$ cat src/rtl/prime_imc_mm_arbiter.sv
// prime_imc_mm_arbiter
//   Two-requester Avalon-MM arbiter in front of the shared IMC datapath.
//   Requester 0 is the NIOS bridge, requester 1 is the PROM sequencer.
//   At most one transaction is outstanding. Arbitration takes one cycle in
//   IDLE. Ties go round-robin against the last completed owner.
//
// Configuration macro:
//   PRIME_ARB_FIXED_PRIORITY_EN - when defined, requester 0 always wins ties.
//
// Ports:
//   sys_clk_in, sys_reset_in       clock, synchronous active-high reset
//   m0_mm_* / m1_mm_*              requester command in, response out
//   IMC_mm_*                       command out to the datapath, response in
//   grant_owner_out                index of the current/last granted requester
module prime_imc_mm_arbiter #(
  parameter int unsigned ADDR_WIDTH = 9,
  parameter int unsigned DATA_WIDTH = 32
) (
  input  logic                  sys_clk_in,
  input  logic                  sys_reset_in,
  // Requester 0
  input  logic [ADDR_WIDTH-1:0] m0_mm_address_in,
  input  logic [DATA_WIDTH-1:0] m0_mm_writedata_in,
  input  logic                  m0_mm_write_in,
  input  logic                  m0_mm_read_in,
  output logic                  m0_mm_waitrequest_out,
  output logic [DATA_WIDTH-1:0] m0_mm_readdata_out,
  output logic                  m0_mm_readdatavalid_out,
  // Requester 1
  input  logic [ADDR_WIDTH-1:0] m1_mm_address_in,
  input  logic [DATA_WIDTH-1:0] m1_mm_writedata_in,
  input  logic                  m1_mm_write_in,
  input  logic                  m1_mm_read_in,
  output logic                  m1_mm_waitrequest_out,
  output logic [DATA_WIDTH-1:0] m1_mm_readdata_out,
  output logic                  m1_mm_readdatavalid_out,
  // Shared datapath
  output logic [ADDR_WIDTH-1:0] IMC_mm_address_out,
  output logic [DATA_WIDTH-1:0] IMC_mm_writedata_out,
  output logic                  IMC_mm_write_out,
  output logic                  IMC_mm_read_out,
  input  logic                  IMC_mm_waitrequest_in,
  input  logic [DATA_WIDTH-1:0] IMC_mm_readdata_in,
  input  logic                  IMC_mm_readdatavalid_in,
  // Status
  output logic                  grant_owner_out
);

  typedef enum logic [1:0] {StIdle, StGrant, StWaitRd} state_e;

  state_e r_state, w_state_next;
  logic   r_owner, w_owner_next;
  logic   r_last_grant, w_last_grant_next;

  logic                  w_req0, w_req1, w_pick;
  logic [ADDR_WIDTH-1:0] w_own_addr;
  logic [DATA_WIDTH-1:0] w_own_wdata;
  logic                  w_own_write, w_own_read;

  assign w_req0 = m0_mm_read_in | m0_mm_write_in;
  assign w_req1 = m1_mm_read_in | m1_mm_write_in;

  // Arbitration choice, only consumed in IDLE.
  always_comb begin
    w_pick = 1'b0;
`ifdef PRIME_ARB_FIXED_PRIORITY_EN
    w_pick = w_req0 ? 1'b0 : 1'b1;
`else
    if (w_req0 && w_req1) begin
      w_pick = ~r_last_grant;
    end else begin
      w_pick = w_req1;
    end
`endif
  end

  // Owner's command; a simultaneous read is masked so only the write goes out.
  always_comb begin
    w_own_addr  = r_owner ? m1_mm_address_in   : m0_mm_address_in;
    w_own_wdata = r_owner ? m1_mm_writedata_in : m0_mm_writedata_in;
    w_own_write = r_owner ? m1_mm_write_in     : m0_mm_write_in;
    w_own_read  = (r_owner ? m1_mm_read_in : m0_mm_read_in) & ~w_own_write;
  end

  // Next-state logic.
  always_comb begin
    w_state_next      = r_state;
    w_owner_next      = r_owner;
    w_last_grant_next = r_last_grant;
    unique case (r_state)
      StIdle: begin
        if (w_req0 || w_req1) begin
          w_owner_next = w_pick;
          w_state_next = StGrant;
        end
      end
      StGrant: begin
        if (!w_own_write && !w_own_read) begin
          // Owner withdrew its request: abandon without completion.
          w_state_next = StIdle;
        end else if (!IMC_mm_waitrequest_in) begin
          if (w_own_write) begin
            w_state_next      = StIdle;
            w_last_grant_next = r_owner;
          end else begin
            w_state_next = StWaitRd;
          end
        end
      end
      StWaitRd: begin
        if (IMC_mm_readdatavalid_in) begin
          w_state_next      = StIdle;
          w_last_grant_next = r_owner;
        end
      end
      default: w_state_next = StIdle;
    endcase
  end

  // Output steering.
  always_comb begin
    IMC_mm_address_out      = '0;
    IMC_mm_writedata_out    = '0;
    IMC_mm_write_out        = 1'b0;
    IMC_mm_read_out         = 1'b0;
    m0_mm_waitrequest_out   = 1'b1;
    m1_mm_waitrequest_out   = 1'b1;
    m0_mm_readdata_out      = '0;
    m1_mm_readdata_out      = '0;
    m0_mm_readdatavalid_out = 1'b0;
    m1_mm_readdatavalid_out = 1'b0;
    if (r_state == StGrant) begin
      IMC_mm_address_out   = w_own_addr;
      IMC_mm_writedata_out = w_own_wdata;
      IMC_mm_write_out     = w_own_write;
      IMC_mm_read_out      = w_own_read;
      if (r_owner) begin
        m1_mm_waitrequest_out = IMC_mm_waitrequest_in;
      end else begin
        m0_mm_waitrequest_out = IMC_mm_waitrequest_in;
      end
    end else if (r_state == StWaitRd) begin
      if (r_owner) begin
        m1_mm_readdata_out      = IMC_mm_readdata_in;
        m1_mm_readdatavalid_out = IMC_mm_readdatavalid_in;
      end else begin
        m0_mm_readdata_out      = IMC_mm_readdata_in;
        m0_mm_readdatavalid_out = IMC_mm_readdatavalid_in;
      end
    end
  end

  assign grant_owner_out = r_owner;

  // last_grant resets to 1 so requester 0 wins the first tie.
  always_ff @(posedge sys_clk_in) begin
    if (sys_reset_in) begin
      r_state      <= StIdle;
      r_owner      <= 1'b0;
      r_last_grant <= 1'b1;
    end else begin
      r_state      <= w_state_next;
      r_owner      <= w_owner_next;
      r_last_grant <= w_last_grant_next;
    end
  end

endmodule

$ cat config.mk
export PLATFORM = sky130hd
export DESIGN_NAME = prime_imc_mm_arbiter
export DESIGN_NICKNAME = d
export VERILOG_FILES = /design/src/rtl/prime_imc_mm_arbiter.sv
export SDC_FILE = /design/constraint.sdc
export NUM_CORES = 1
export LEC_CHECK = 0
export CAP_MARGIN = 20
export CORE_AREA = 2 2 91 93
export DETAILED_ROUTE_END_ITERATION = 8
export DIE_AREA = 0 0 93 95
export MAX_ROUTING_LAYER = met4
export PLACE_DENSITY_LB_ADDON = 0.3
export SETUP_SLACK_MARGIN = 0.1
export SLEW_MARGIN = 20
export SYNTH_ARGS = -nofsm -noshare
export SYNTH_HDL_FRONTEND = slang
export SYNTH_SLANG_ARGS = --single-unit
export TNS_END_PERCENT = 30
$ cat constraint.sdc
create_clock -name sys_clk_in -period 1.7 [get_ports sys_clk_in]
set_clock_uncertainty 0.05 [all_clocks]
set_input_delay 0.34 -clock sys_clk_in [delete_from_list [all_inputs] [get_ports sys_clk_in]]
set_output_delay 0.34 -clock sys_clk_in [all_outputs]
set_load 0.005 [all_outputs]
---- Word level (Yosys, flattened, before mapping) ----
Cells that the tools add are included.
storage, ports and cells
  output and inout bits ................... 112
  register bits ........................... 4
  input port bits ......................... 122
operators by class
  reductions and logical operators ........ 10
  eq/ne operators ......................... 8
  bitwise gates (word level) .............. 5
  mux-type cells .......................... 36
operators by type and width
  kind                number
  $mux 32             8
  $mux 1              19
  $mux 9              2
  $mux 2              5
  $ne 2x2->1 const B  5
  $pmux 2 s3          1
  $reduce_and 5->1    1
  $ne 3x3->1 const B  1
  $reduce_and 3->1    1
  $eq 2x1->1 const B  1
  $eq 2x2->1 const B  1
  $logic_and 1x1->1   2
  $logic_not 1->1     2
  $logic_not 2->1     1
  $not 1->1           2
  $or 1x1->1          2
  $pmux 1 s2          1
  $reduce_and 2->1    1
  $reduce_bool 2->1   1
  $and 1x1->1         1
  $logic_or 1x1->1    1

---- Logic depth before layout (Yosys ltp) ----
Gate-level depths: netlist (run 1).
  depth after elaboration ................. 7
  gate-level depth with buffers ........... 5

---- Worst setup path after synthesis (run 1) ----
OpenSTA, ideal clock, no wires.
  kind .................................... reg2out
  start ................................... reg r_owner (netlist: grant_owner_out)
  end ..................................... out IMC_mm_address_out[0]
  required time ........................... 1.310 ns
  arrival ................................. 1.072 ns
  cell stages (with the launch flop) ...... 5
  path slack .............................. 0.238 ns
  cell sequence ........................... dfxtp_1 -> buf_4 -> buf_4 -> mux2i_1 -> nor2_1
between the ends
  word-level cells in the longest chain between the ends .. 2
ends and longest elaborated chain
  item                      RTL line  RTL
  start: declaration        52        logic r_owner, w_owner_next;
  start signal: assignment  163       r_owner <= w_owner_next;
  $mux 9                    79        w_own_addr = r_owner ? m1_mm_address_in : m0_mm_address_in;
  $mux 9                    132       if (r_state == StGrant) begin
  end: declaration          38        output logic [ADDR_WIDTH-1:0] IMC_mm_address_out,
No other way between the ends.

---- Worst setup path in the final report (run 1) ----
  start ................................... reg r_state[0]
  end ..................................... out m0_mm_readdata_out[4]
between the ends
  word-level cells in the longest chain between the ends .. 3
  elaborated cells on any way between the ends .. 4
ends and longest elaborated chain
  item                      RTL line  RTL
  start: declaration        51        state_e r_state, w_state_next;
  start signal: assignment  158       r_state <= StIdle;
  start signal: assignment  162       r_state <= w_state_next;
  $eq 2x2->1                142       end else if (r_state == StWaitRd) begin
  $mux 32                   142
  $mux 32 (*)               132
  end: declaration          27        output logic [DATA_WIDTH-1:0] m0_mm_readdata_out,
Every way passes the cells marked *; elsewhere a longest branch is shown, timed or not.

==> results.env, run 1 <==
CTS-ROOT-TO-SINK-BUFFERS=2
REG2REGPATHDEPTH=5
POSTROUTEWIRELENGTH_UM=8530
START_KIND='register'
PLACE_WS_PS=-508
CRITPATHARRIVALTIME_PS=1450
DP.CELLS=538
SYNTH.TOP_CELL.AREA_SHARE=0.320
MAX_CAP_VIOL_COUNT=0
DRC_ERRORS=0
NUM_ANTENNA_CELLS=0
POST_SYNTH_XOR_AREA_FRACTION=0
CORE_REGION_AREA_UM2=7930
SETUP_VIOL=61
TRITONCTS_CLOCK_TREE='done'
VIOLATED_CHECKS='negative setup slack'
HPWL_DETAILED_UM=6140
TIMING.CRITICAL_PATH.TO_TYPE='primary output'
CLKSLEWWORSTSETUPHOLDPATHS_PS=30
OVERFLOW=0
SYNTH_TOP_FAMILY_BY_AREA='simple AND/OR/NAND/NOR gates'
WORSTHOLDSTART='r_last_grant'
GRT_FIRST_PASS_WIRELENGTH_UM=11600
DIE-HEIGHT_UM=95
CRITICAL_PATH.MAX_STAGE_DELAY_PS=340
VIA_COUNT_OF_THE_FIRST_GLOBAL_ROUTING_PASS=2356
DRIVE_ABOVE_1_SHARE=0.451
POWER_DENSITY_nW_PER_UM2=260
YOSYS.AREA.TOP_TYPE='sky130_fd_sc_hd__mux2i_1'
FLOORPLAN.IO_PINS=234
INITIAL_CORE_UTIL=0.170
LEAKAGEPOWER_nW=2.20
WORST_PATH_CLASS_SETUP='reg2out'
PLACE.GP.CONGESTION=0.819
RSZ0062_AT_GRT='yes'
CP.REQUIRED_PS=1310
VIAS=2493
FINAL_COMMON_CELL='sky130_fd_sc_hd__clkdlybuf4s50_1'
WORST_SKEW_PAIR.LATE_LATENCY_PS=210
DETAIL_ROUTE.FIRST_PASS.ITERATIONS=4
SYNTH_ADDER_AREA_SHARE=0
MUXSHAREOFSYNTHAREA=0.328
PATH_MAX_FANOUT=8
LAYOUT-AREA-OVERHEAD-VS-SYNTH_PCT=231
PORTBUFFERS=233
SYNTH_COMPOUND_GATE_AREA_SHARE=0.0437
LAYOUT_SETUP_WS_PS=-138
CRIT_PATH_TOP_DELAY_CELL='sky130_fd_sc_hd__dfxtp_4'
TOTAL_POWER_mW=1.16
POST_DRT_WL_PER_CELL_UM=14.7
VIAS_PER_CELL=4.31
CELL_REPEATED_MOST_ALONG_THE_WORST_PATH='sky130_fd_sc_hd__buf_6'
NETLIST_AREA_UM2=1350
AVGSYNTHCELLAREA_UM2=6.79
FP.DIEAREA_UM2=8840
TIMING.RR.END='r_state[1]'
DR.FIRST_ITER.DRC_COUNT=53
STATUS='complete, but fails checks'
CP-STARTPOINT='r_state[0]'
WORSTMARGINPINSLEW_PS=254
YS_TOP_CELLS_BY_AREA='sky130_fd_sc_hd__mux2i_1 32%, sky130_fd_sc_hd__and2_1 31%, sky130_fd_sc_hd__nor2_1 13%, sky130_fd_sc_hd__dfxtp_1 6.0%, sky130_fd_sc_hd__buf_4 2.8%'
CLOCK-SINKS=4
FILLERS=732
GROUTE.USAGE.OVERALL=0.169
MAPPEDNETLISTNETS=320
NUMBER_OF_ROWS_IN_THE_CORE_AREA=33
FINAL.HOLD.WORST_SLACK_PS=475
SEQ_AREA_FRAC_SYNTH=0.0595
WORST_IR_DROP_VDD_V=0.000192
SIMPLE_GATE_AREA_SHARE_OF_THE_YOSYS_NETLIST=0.500
CTS_BUFFERS=3
MAX_SLEW_MARGIN=0.826
WORST-R2R-SETUP-SLACK_PS=160
MAXSLEWVIOLCOUNT=0
ANTENNA_FOUND_INITIAL=0
POST-ROUTE-MIN-PERIOD_PS=1840
CTS_ROOT_BUFFER='sky130_fd_sc_hd__clkbuf_8'
FINAL_HOLD_VIOL_COUNT=0
DRTANTENNAVIOLNETS=0
PERIOD_SHARE=1.08
HTREE_LEVELS=1
FINAL-INSTANCE-COUNT-EXCL-FILL=579
NETLIST-CELL-TYPE-COUNT=27
SYNTH.FF_LATCH_COUNT=4
FIN_TNS_SETUP_PS=-4970
TIMING.FMAX_MHz=544
WORST_HOLD_CLASS='reg2reg'
PIN_COUNT_OF_THE_BIGGEST_NET_ENTERING_GLOBAL_ROUTING=23
MOSTFREQUENTLAYOUTCELLS='117 x sky130_fd_sc_hd__clkdlybuf4s50_1, 57 x sky130_fd_sc_hd__buf_6, 48 x sky130_fd_sc_hd__buf_2, 46 x sky130_fd_sc_hd__nor2_1, 43 x sky130_fd_sc_hd__and2_4'
YS_WARN_COUNT=0
WORST_FLOP_TO_FLOP_PATH_STARTPOINT='grant_owner_out'
SYNTHESIS.INSTANCES=198
DIE_WIDTH_UM=93
NETS=598
CP-ENDPOINT='m0_mm_readdata_out[4]'
CRIT_CHAIN='buf_4, nor3b_4, buf_6, clkbuf_16, and2_4, buf_6'
## worst min-delay path by stage
stage	to	slack [ps]	cells after the start
2_1_floorplan	grant_owner_out	360	1
3_3_place_gp	r_last_grant	460	2
5_1_grt	r_last_grant	520	2
4_1_cts	r_last_grant	480	2
6_report	r_last_grant	480	2
3_5_place_dp	r_last_grant	470	2
## critical path: cells and delay by family (launching register included)
family / cells / cell delay, ps
buf+inv: 4 / 530
simple gates: 2 / 360
flops: 1 / 340
## layer usage
| metal | routed length [um] | vias up | GRT usage | part of all wire |
|---|---|---|---|---|
| met5 | 0 | - | - | 0 |
| met4 | 75 | 0 | 0.0306 | 0.0088 |
| met3 | 733 | 12 | 0.0359 | 0.086 |
| met2 | 4670 | 154 | 0.343 | 0.55 |
| met1 | 3050 | 1117 | 0.166 | 0.36 |
| li1 | - | 1210 | - | - |
## flip-flops by register name (all words and copies together) (netlist names)
| register | count |
|---|---|
| grant_owner_out | 1 |
| r_last_grant | 1 |
| r_state | 2 |
## Yosys cell counts
| cell type | instances |
|---|---|
| sky130_fd_sc_hd__nor3b_1 | 1 |
| sky130_fd_sc_hd__o31ai_1 | 1 |
| sky130_fd_sc_hd__or3_1 | 1 |
| sky130_fd_sc_hd__nand2_1 | 1 |
| sky130_fd_sc_hd__a31oi_1 | 1 |
| sky130_fd_sc_hd__or4_1 | 1 |
| sky130_fd_sc_hd__nor3_2 | 1 |
| sky130_fd_sc_hd__nor3b_2 | 1 |
| sky130_fd_sc_hd__o21ai_0 | 1 |
| sky130_fd_sc_hd__clkbuf_1 | 7 |
| sky130_fd_sc_hd__or3b_1 | 1 |
| sky130_fd_sc_hd__o211ai_1 | 1 |
| sky130_fd_sc_hd__inv_2 | 1 |
| sky130_fd_sc_hd__nand2b_1 | 2 |
| sky130_fd_sc_hd__buf_4 | 5 |
| sky130_fd_sc_hd__a32o_1 | 1 |
| sky130_fd_sc_hd__and2_1 | 66 |
| sky130_fd_sc_hd__buf_2 | 5 |
| sky130_fd_sc_hd__nor3_1 | 1 |
| sky130_fd_sc_hd__nor2b_1 | 1 |
| sky130_fd_sc_hd__dfxtp_1 | 4 |
| sky130_fd_sc_hd__mux2i_1 | 43 |
| sky130_fd_sc_hd__a21oi_1 | 1 |
| sky130_fd_sc_hd__nor2_1 | 46 |
| sky130_fd_sc_hd__mux2_2 | 1 |
| sky130_fd_sc_hd__a32oi_1 | 2 |
| sky130_fd_sc_hd__and3_1 | 1 |
## area by class of cell
cell class / instances / area (um2) / share of cell area
Timing Repair Buffer: 290 / 2860 / 0.642
Tap cell: 105 / 131 / 0.0295
Inverter: 1 / 3.75 / 0.000843
Sequential cell: 4 / 88.8 / 0.0200
Clock buffer: 3 / 41.3 / 0.00928
Multi-Input combinational cell: 176 / 1330 / 0.299
## logic make-up after synthesis
family,after synthesis
compound gates,8
flops,4
mux,44
buf+inv,18
simple gates,124
## through the flow
stage           util  area, um2
3_3_place_gp   0.492       3900
5_1_grt        0.561       4450
2_1_floorplan      -       1350
6_report       0.561       4450
3_5_place_dp   0.492       3900
4_1_cts        0.533       4220
## where the power goes
group          internal (mW)  switching, mW  leakage (nW)
Combinational          0.564          0.287          2.15
Sequential             0.102         0.0103        0.0346
Clock                  0.151         0.0449        0.0216
Total                  0.816          0.342          2.20
## repair_timing
action / in CTS / in global routing
setup endpoints to repair: 113 / 112
pin swaps: 28 / 27
hold buffers: 0 / 0
buffers inserted: 14 / 18
gates resized for setup: 403 / 129
gates cloned: 6 / 2
Note: power is estimated with default switching activity, not from simulation.
==> run 2: changes to the inputs <==
--- a/config.mk
+++ b/config.mk
@@ -6,9 +6,11 @@
 export NUM_CORES = 1
 export LEC_CHECK = 0
 export CAP_MARGIN = 20
-export CORE_AREA = 2 2 91 93
+export CORE_ASPECT_RATIO = 0.9
+export CORE_MARGIN = 10
+export CORE_UTILIZATION = 21
 export DETAILED_ROUTE_END_ITERATION = 8
-export DIE_AREA = 0 0 93 95
+export GPL_TIMING_DRIVEN = 0
 export MAX_ROUTING_LAYER = met4
 export PLACE_DENSITY_LB_ADDON = 0.3
 export SETUP_SLACK_MARGIN = 0.1
==> results.env, run 2 (synthesis results as in run 1) <==
STATUS='complete, but fails checks'
WORST_PATH_CLASS_SETUP='reg2out'
WORST_IR_DROP_VDD_V=0.000277  # +44%
HTREE_LEVELS=1  # unchanged
CP_NUM_BUF_INV=2  # -2
POST_DRT_WL_PER_CELL_UM=19.0  # +29%
DETAIL_ROUTE.FIRST_PASS.ITERATIONS=4  # unchanged
CLKSLEWWORSTSETUPHOLDPATHS_PS=30  # about the same
POST-ROUTE-MIN-PERIOD_PS=1810  # -28.5 ps
DRIVE_ABOVE_1_SHARE=0.432  # -0.0192
VIA_COUNT_OF_THE_FIRST_GLOBAL_ROUTING_PASS=2492  # +5.8%
HPWL_DETAILED_UM=8360  # +36%
CTS_ROOT_BUFFER='sky130_fd_sc_hd__clkbuf_8'
WORST_SKEW_PAIR.LATE_LATENCY_PS=220  # about the same
MAX_CAP_VIOL_COUNT=0  # unchanged
SETUP_VIOL=47  # -23%
TRITONCTS_CLOCK_TREE='done'
CP.REQUIRED_PS=1310  # about the same
FINAL_COMMON_CELL='sky130_fd_sc_hd__clkdlybuf4s50_1'
CTS_BUFFERS=3  # unchanged
VIAS=2351  # -5.7%
DP.CELLS=518  # -3.7%
CTS-ROOT-TO-SINK-BUFFERS=2  # unchanged
TOTAL_POWER_mW=1.17  # +1.4%
POSTROUTEWIRELENGTH_UM=10500  # +23%
NETS=589  # -1.5%
PATH_MAX_FANOUT=5  # -3
FINAL_HOLD_VIOL_COUNT=0  # unchanged
CLOCK-SINKS=4  # unchanged
VIOLATED_CHECKS='negative setup slack'
CRITICAL_PATH.MAX_STAGE_DELAY_PS=390  # +50 ps
FLOORPLAN.IO_PINS=234  # unchanged
NUM_ANTENNA_CELLS=0  # unchanged
DRC_ERRORS=0  # unchanged
MULTIINPUTGATEAREA_UM2=1310  # -1.5%
REGAREA_UM2=88.8  # unchanged
PERIOD_SHARE=1.06  # -0.0168
START_KIND='register'
LEAKAGEPOWER_nW=1.93  # -12%
LAYOUT_SETUP_WS_PS=-110  # +28.5 ps
PLACE_AREA_UM2=3790  # -3.0%
RSZ0062_AT_GRT='yes'
LARGEST-REGISTER='r_state'
CRIT_CHAIN='buf_6, mux2_4, nor3_4, buf_2'
CRIT_PATH_TOP_DELAY_CELL='sky130_fd_sc_hd__dfxtp_4'
MOSTFREQUENTLAYOUTCELLS='119 x sky130_fd_sc_hd__clkdlybuf4s50_1, 87 x sky130_fd_sc_hd__buf_2, 44 x sky130_fd_sc_hd__and2_1, 43 x sky130_fd_sc_hd__nor2_1, 40 x sky130_fd_sc_hd__mux2i_1'
CORE_REGION_AREA_UM2=6180  # -22%
FINAL-INSTANCE-COUNT-EXCL-FILL=552  # -4.7%
GRT_FIRST_PASS_WIRELENGTH_UM=14500  # +25%
FILLERS=570  # -22%
DIE_WIDTH_UM=104  # +12%
VIAS_PER_CELL=4.26  # -1.1%
WORSTMARGINPINSLEW_PS=248  # -5.49 ps
CPLARGESTDELAYFAMILY='flip-flops'
PLACE.GP.CONGESTION=0.810  # -1.2%
PIN_COUNT_OF_THE_BIGGEST_NET_ENTERING_GLOBAL_ROUTING=11  # -52%
GROUTE.USAGE.OVERALL=0.187  # +0.0181
ANTENNA_FOUND_INITIAL=0  # unchanged
NUMBER_OF_ROWS_IN_THE_CORE_AREA=27  # -18%
DIE-HEIGHT_UM=95.9  # +0.97%
POWER_DENSITY_nW_PER_UM2=290  # +11%
DR.FIRST_ITER.DRC_COUNT=68  # +28%
WORST_HOLD_CLASS='reg2reg'
FINALINSTANCEAREA_UM2=4050  # -8.9%
CRITPATHARRIVALTIME_PS=1420  # -30 ps
MAX_SLEW_MARGIN=0.830  # +0.00376
DRTANTENNAVIOLNETS=0  # unchanged
TIMING.FMAX_MHz=553  # +1.6%
INITIAL_CORE_UTIL=0.218  # +0.0479
FP.DIEAREA_UM2=10000  # +13%
LARGEST_REG_FLOPS=2  # unchanged
LAYOUT-AREA-OVERHEAD-VS-SYNTH_PCT=201
MAXSLEWVIOLCOUNT=0  # unchanged
OVERFLOW=0  # unchanged
PORTBUFFERS=233  # unchanged
TIMING.CRITICAL_PATH.TO_TYPE='primary output'
run 2: layout make-up:
cell class	instances	area share
repair buffers	266	0.558
clock buffers	3	0.0102
well taps	87	0.0269
multi-input cells	176	0.323
flip-flops and latches	4	0.0219
inverters	1	0.00154
plain buffers	15	0.0583
run 2: worst min-delay path: cells and delay by family (launching register included):
kind | cells | cell delay (ps)
flops | 1 | 300
simple gates | 1 | 90
mux | 1 | 70
run 2: worst paths after layout:
path / slack (ps) / end / cells after the start / from
hold reg to reg: 470 / r_last_grant / 2 / r_last_grant
hold / removal: 470 / r_last_grant / 2 / r_last_grant
setup / recovery: -110 / IMC_mm_read_out / 4 / grant_owner_out
setup reg to reg: 20 / r_state[1] / 6 / grant_owner_out
run 2: metal layers:
metal  vias up  wire [um]  global-route usage
met5         -          0                   -
met2        89       5910               0.372
met4         0         65              0.0313
li1       1190          -                   -
met1      1066       4190               0.199
met3         6        316              0.0227
run 2: power breakdown:
group          internal, mW  switching (mW)  leakage [nW]  total [mW]
logic                 0.549           0.298          1.88       0.848
clock network         0.152          0.0612        0.0216       0.213
registers             0.101          0.0125        0.0346       0.114
run 2: per-stage QoR:
step / utilization / hold WS [ps] / setup TNS [ps] / worst slack [ps]
2_1_floorplan: - / 359 / 0 / 238
3_3_place_gp: 0.612 / 454 / -45540 / -616
3_5_place_dp: 0.612 / 466 / -49560 / -636
5_1_grt: 0.656 / 512 / -5000 / -152
4_1_cts: 0.636 / 471 / -3470 / -111
6_report: 0.656 / 472 / -1590 / -110
run 2: what timing repair did:
item,4_1_cts,5_1_grt
endpoints found under the setup margin,112,111
hold buffers,0,0
cloned,4,2
pin swaps,56,13
setup buffers,19,8
resized for setup,540,38
==> run 3: changes to the inputs <==
--- a/config.mk
+++ b/config.mk
@@ -6,7 +6,6 @@
 export NUM_CORES = 1
 export LEC_CHECK = 0
 export CAP_MARGIN = 20
-export CORE_ASPECT_RATIO = 0.9
 export CORE_MARGIN = 10
 export CORE_UTILIZATION = 21
 export DETAILED_ROUTE_END_ITERATION = 8
==> results.env, run 3 (synthesis results as in run 1) <==
WORST-R2R-SETUP-SLACK_PS=320  # +300 ps
CELL_REPEATED_MOST_ALONG_THE_WORST_PATH='sky130_fd_sc_hd__buf_6'
OVERFLOW=0  # unchanged
PIN_COUNT_OF_THE_BIGGEST_NET_ENTERING_GLOBAL_ROUTING=11  # unchanged
MAX_CAP_VIOL_COUNT=0  # unchanged
WORST_PATH_CLASS_SETUP='reg2out'
GRT_FIRST_PASS_WIRELENGTH_UM=14900  # +2.6%
WORST_FLOP_TO_FLOP_PATH_STARTPOINT='grant_owner_out'
DR.FIRST_ITER.DRC_COUNT=44  # -35%
DRTANTENNAVIOLNETS=0  # unchanged
PERIOD_SHARE=1.11  # +0.0456
CRITICAL_PATH_CELL_COUNT=7  # +3
HPWL_DETAILED_UM=8680  # +3.8%
GRT_USE_MET3=0.0474  # +0.0247
DIE-HEIGHT_UM=100  # +4.3%
GLOBAL_ROUTE.PEAK_USAGE_LAYER='met2'
CP_NUM_BUF_INV=5  # +3
PORTBUFFERS=233  # unchanged
DRC_ERRORS=0  # unchanged
LAYOUT-AREA-OVERHEAD-VS-SYNTH_PCT=217
CP-STARTPOINT='r_state[0]'
ANTENNA_FOUND_INITIAL=0  # unchanged
CTS_BUFFERS=3  # unchanged
HTREE_LEVELS=1  # unchanged
WORST_SKEW_PAIR.LATE_LATENCY_PS=220  # about the same
MAX_SLEW_MARGIN=0.809  # -0.0206
CLOCK-SINKS=4  # unchanged
CRIT_CHAIN='buf_6, nor3b_4, clkbuf_8, buf_6, buf_6, and2_4, buf_6'
CTS-ROOT-TO-SINK-BUFFERS=2  # unchanged
FINAL_HOLD_VIOL_COUNT=0  # unchanged
TIMING.CRITICAL_PATH.TO_TYPE='primary output'
CTS_ROOT_BUFFER='sky130_fd_sc_hd__clkbuf_8'
PLACE_WS_PS=-621  # +15.1 ps
CRIT_PATH_TOP_DELAY_CELL='sky130_fd_sc_hd__dfxtp_4'
INITIAL_CORE_UTIL=0.214  # -0.00330
DRIVE_ABOVE_1_SHARE=0.467  # +0.0350
START_KIND='register'
POSTROUTEWIRELENGTH_UM=10800  # +2.6%
REG2REGPATHDEPTH=5  # -1
NETS=597  # +1.4%
LARGEST_REG_FLOPS=2  # unchanged
FINAL-INSTANCE-COUNT-EXCL-FILL=550  # -0.36%
CORE_REGION_AREA_UM2=6280  # +1.5%
PATH_MAX_FANOUT=4  # -1
VIOLATED_CHECKS='negative setup slack'
FINAL_COMMON_CELL='sky130_fd_sc_hd__clkdlybuf4s50_1'
DIE_WIDTH_UM=100  # -4.1%
SETUP_VIOL=86  # +83%
CRITICAL_PATH.MAX_STAGE_DELAY_PS=360  # -30 ps
FP.DIEAREA_UM2=10000  # about the same
PLACE.GP.CONGESTION=0.820  # +1.3%
LARGEST-REGISTER='r_state'
FLOORPLAN.IO_PINS=234  # unchanged
TOTAL_POWER_mW=1.21  # +2.7%
DETAIL_ROUTE.FIRST_PASS.ITERATIONS=4  # unchanged
RSZ0062_AT_GRT='yes'
CRITPATHARRIVALTIME_PS=1500  # +80 ps
LAYOUT_SETUP_WS_PS=-187  # -77.5 ps
TIMING.FMAX_MHz=530  # -4.1%
WORST_HOLD_CLASS='reg2reg'
LEAKAGEPOWER_nW=2.00  # +3.3%
TRITONCTS_CLOCK_TREE='done'
CP.REQUIRED_PS=1310  # about the same
VIAS=2438  # +3.7%
GLOBAL_ROUTE.USAGE.MET2=0.356  # -0.0152
CPLARGESTDELAYFAMILY='buffers and inverters'
MAXSLEWVIOLCOUNT=0  # unchanged
VIAS_PER_CELL=4.43  # +4.1%
DP.CELLS=508  # -1.9%
NUMBER_OF_ROWS_IN_THE_CORE_AREA=29  # +7.4%
WORSTMARGINPINSLEW_PS=278  # +30.0 ps
POWER_DENSITY_nW_PER_UM2=282  # -2.5%
CP-ENDPOINT='m0_mm_readdata_out[5]'
POST_DRT_WL_PER_CELL_UM=19.5  # +2.9%
POST-ROUTE-MIN-PERIOD_PS=1890  # +77.5 ps
TIMING.RR.END='r_state[1]'
GROUTE.USAGE.OVERALL=0.191  # +0.00321
GR-USAGE-MET1=0.196  # -0.00281
WORST_IR_DROP_VDD_V=0.000453  # +63%
STATUS='complete, but fails checks'
CLKSLEWWORSTSETUPHOLDPATHS_PS=40  # about the same
VIA_COUNT_OF_THE_FIRST_GLOBAL_ROUTING_PASS=2519  # +1.1%
FILLERS=541  # -5.1%
NUM_ANTENNA_CELLS=0  # unchanged
FINAL.HOLD.WORST_SLACK_PS=473  # +1.46 ps
MOSTFREQUENTLAYOUTCELLS='119 x sky130_fd_sc_hd__clkdlybuf4s50_1, 71 x sky130_fd_sc_hd__buf_2, 51 x sky130_fd_sc_hd__buf_6, 42 x sky130_fd_sc_hd__nor2_1, 37 x sky130_fd_sc_hd__mux2i_1'
run 3: changes by cell type in the layout (fill, tap and decap cells not counted), moves of 5 or more:
cell                              before  now
sky130_fd_sc_hd__clkdlybuf4s15_2       1    6
sky130_fd_sc_hd__buf_2                87   71
sky130_fd_sc_hd__and2_1               44   34
sky130_fd_sc_hd__buf_6                35   51
sky130_fd_sc_hd__and2_4               22   32
run 3: worst min-delay path: cells and delay by family, from the launching register on:
kind          cells  cell delay (ps)
mux               1               70
flops             1              300
simple gates      1              100
run 3: layout make-up:
| class | count | area (um2) | share of cell area |
|---|---|---|---|
| sequential | 4 | 88.8 | 0.0208 |
| tap | 77 | 96.3 | 0.0226 |
| inverter | 1 | 6.26 | 0.00146 |
| buffer | 16 | 248 | 0.0580 |
| multi-input combinational | 176 | 1350 | 0.315 |
| clock buffer | 3 | 41.3 | 0.00967 |
| timing repair buffer | 273 | 2440 | 0.573 |
run 3: report_power, final:
group	internal (mW)	total (mW)	switching, mW
combinational	0.579	0.886	0.307
sequential	0.102	0.113	0.0119
clock	0.151	0.207	0.0553
total	0.832	1.21	0.374
run 3: timing repair:
item                                   CTS  global route
gates cloned                             4             3
setup endpoints to repair              112           111
setup buffers                           19            14
gates resized for setup                510            99
pin swaps                               51            13
hold buffers                             0             0
endpoints found under the hold margin    0             0
run 3: worst min-delay path by stage:
stage | end | from | slack (ps) | depth (start not counted)
2_1_floorplan | grant_owner_out | sys_reset_in | 360 | 1
3_3_place_gp | r_last_grant | r_last_grant | 460 | 2
3_5_place_dp | r_last_grant | r_last_grant | 480 | 2
4_1_cts | r_last_grant | r_last_grant | 480 | 2
5_1_grt | r_last_grant | r_last_grant | 520 | 2
6_report | r_last_grant | r_last_grant | 470 | 2
run 3: per-layer routing:
layer	vias to the layer above	routed length [um]	share of wire
li1	1212	-	-
met1	1081	4110	0.38
met2	134	5710	0.53
met3	11	766	0.071
met4	0	170	0.016
met5	-	0	0
run 3: metrics by stage:
step,utilization,cell area [um2],setup TNS [ps]
final,0.680,4270,-5520
after global routing,0.680,4270,-10910
after CTS,0.623,3910,-5950
after detailed placement,0.601,3770,-48650
after global placement,0.601,3770,-46650
after floorplan,-,1350,0
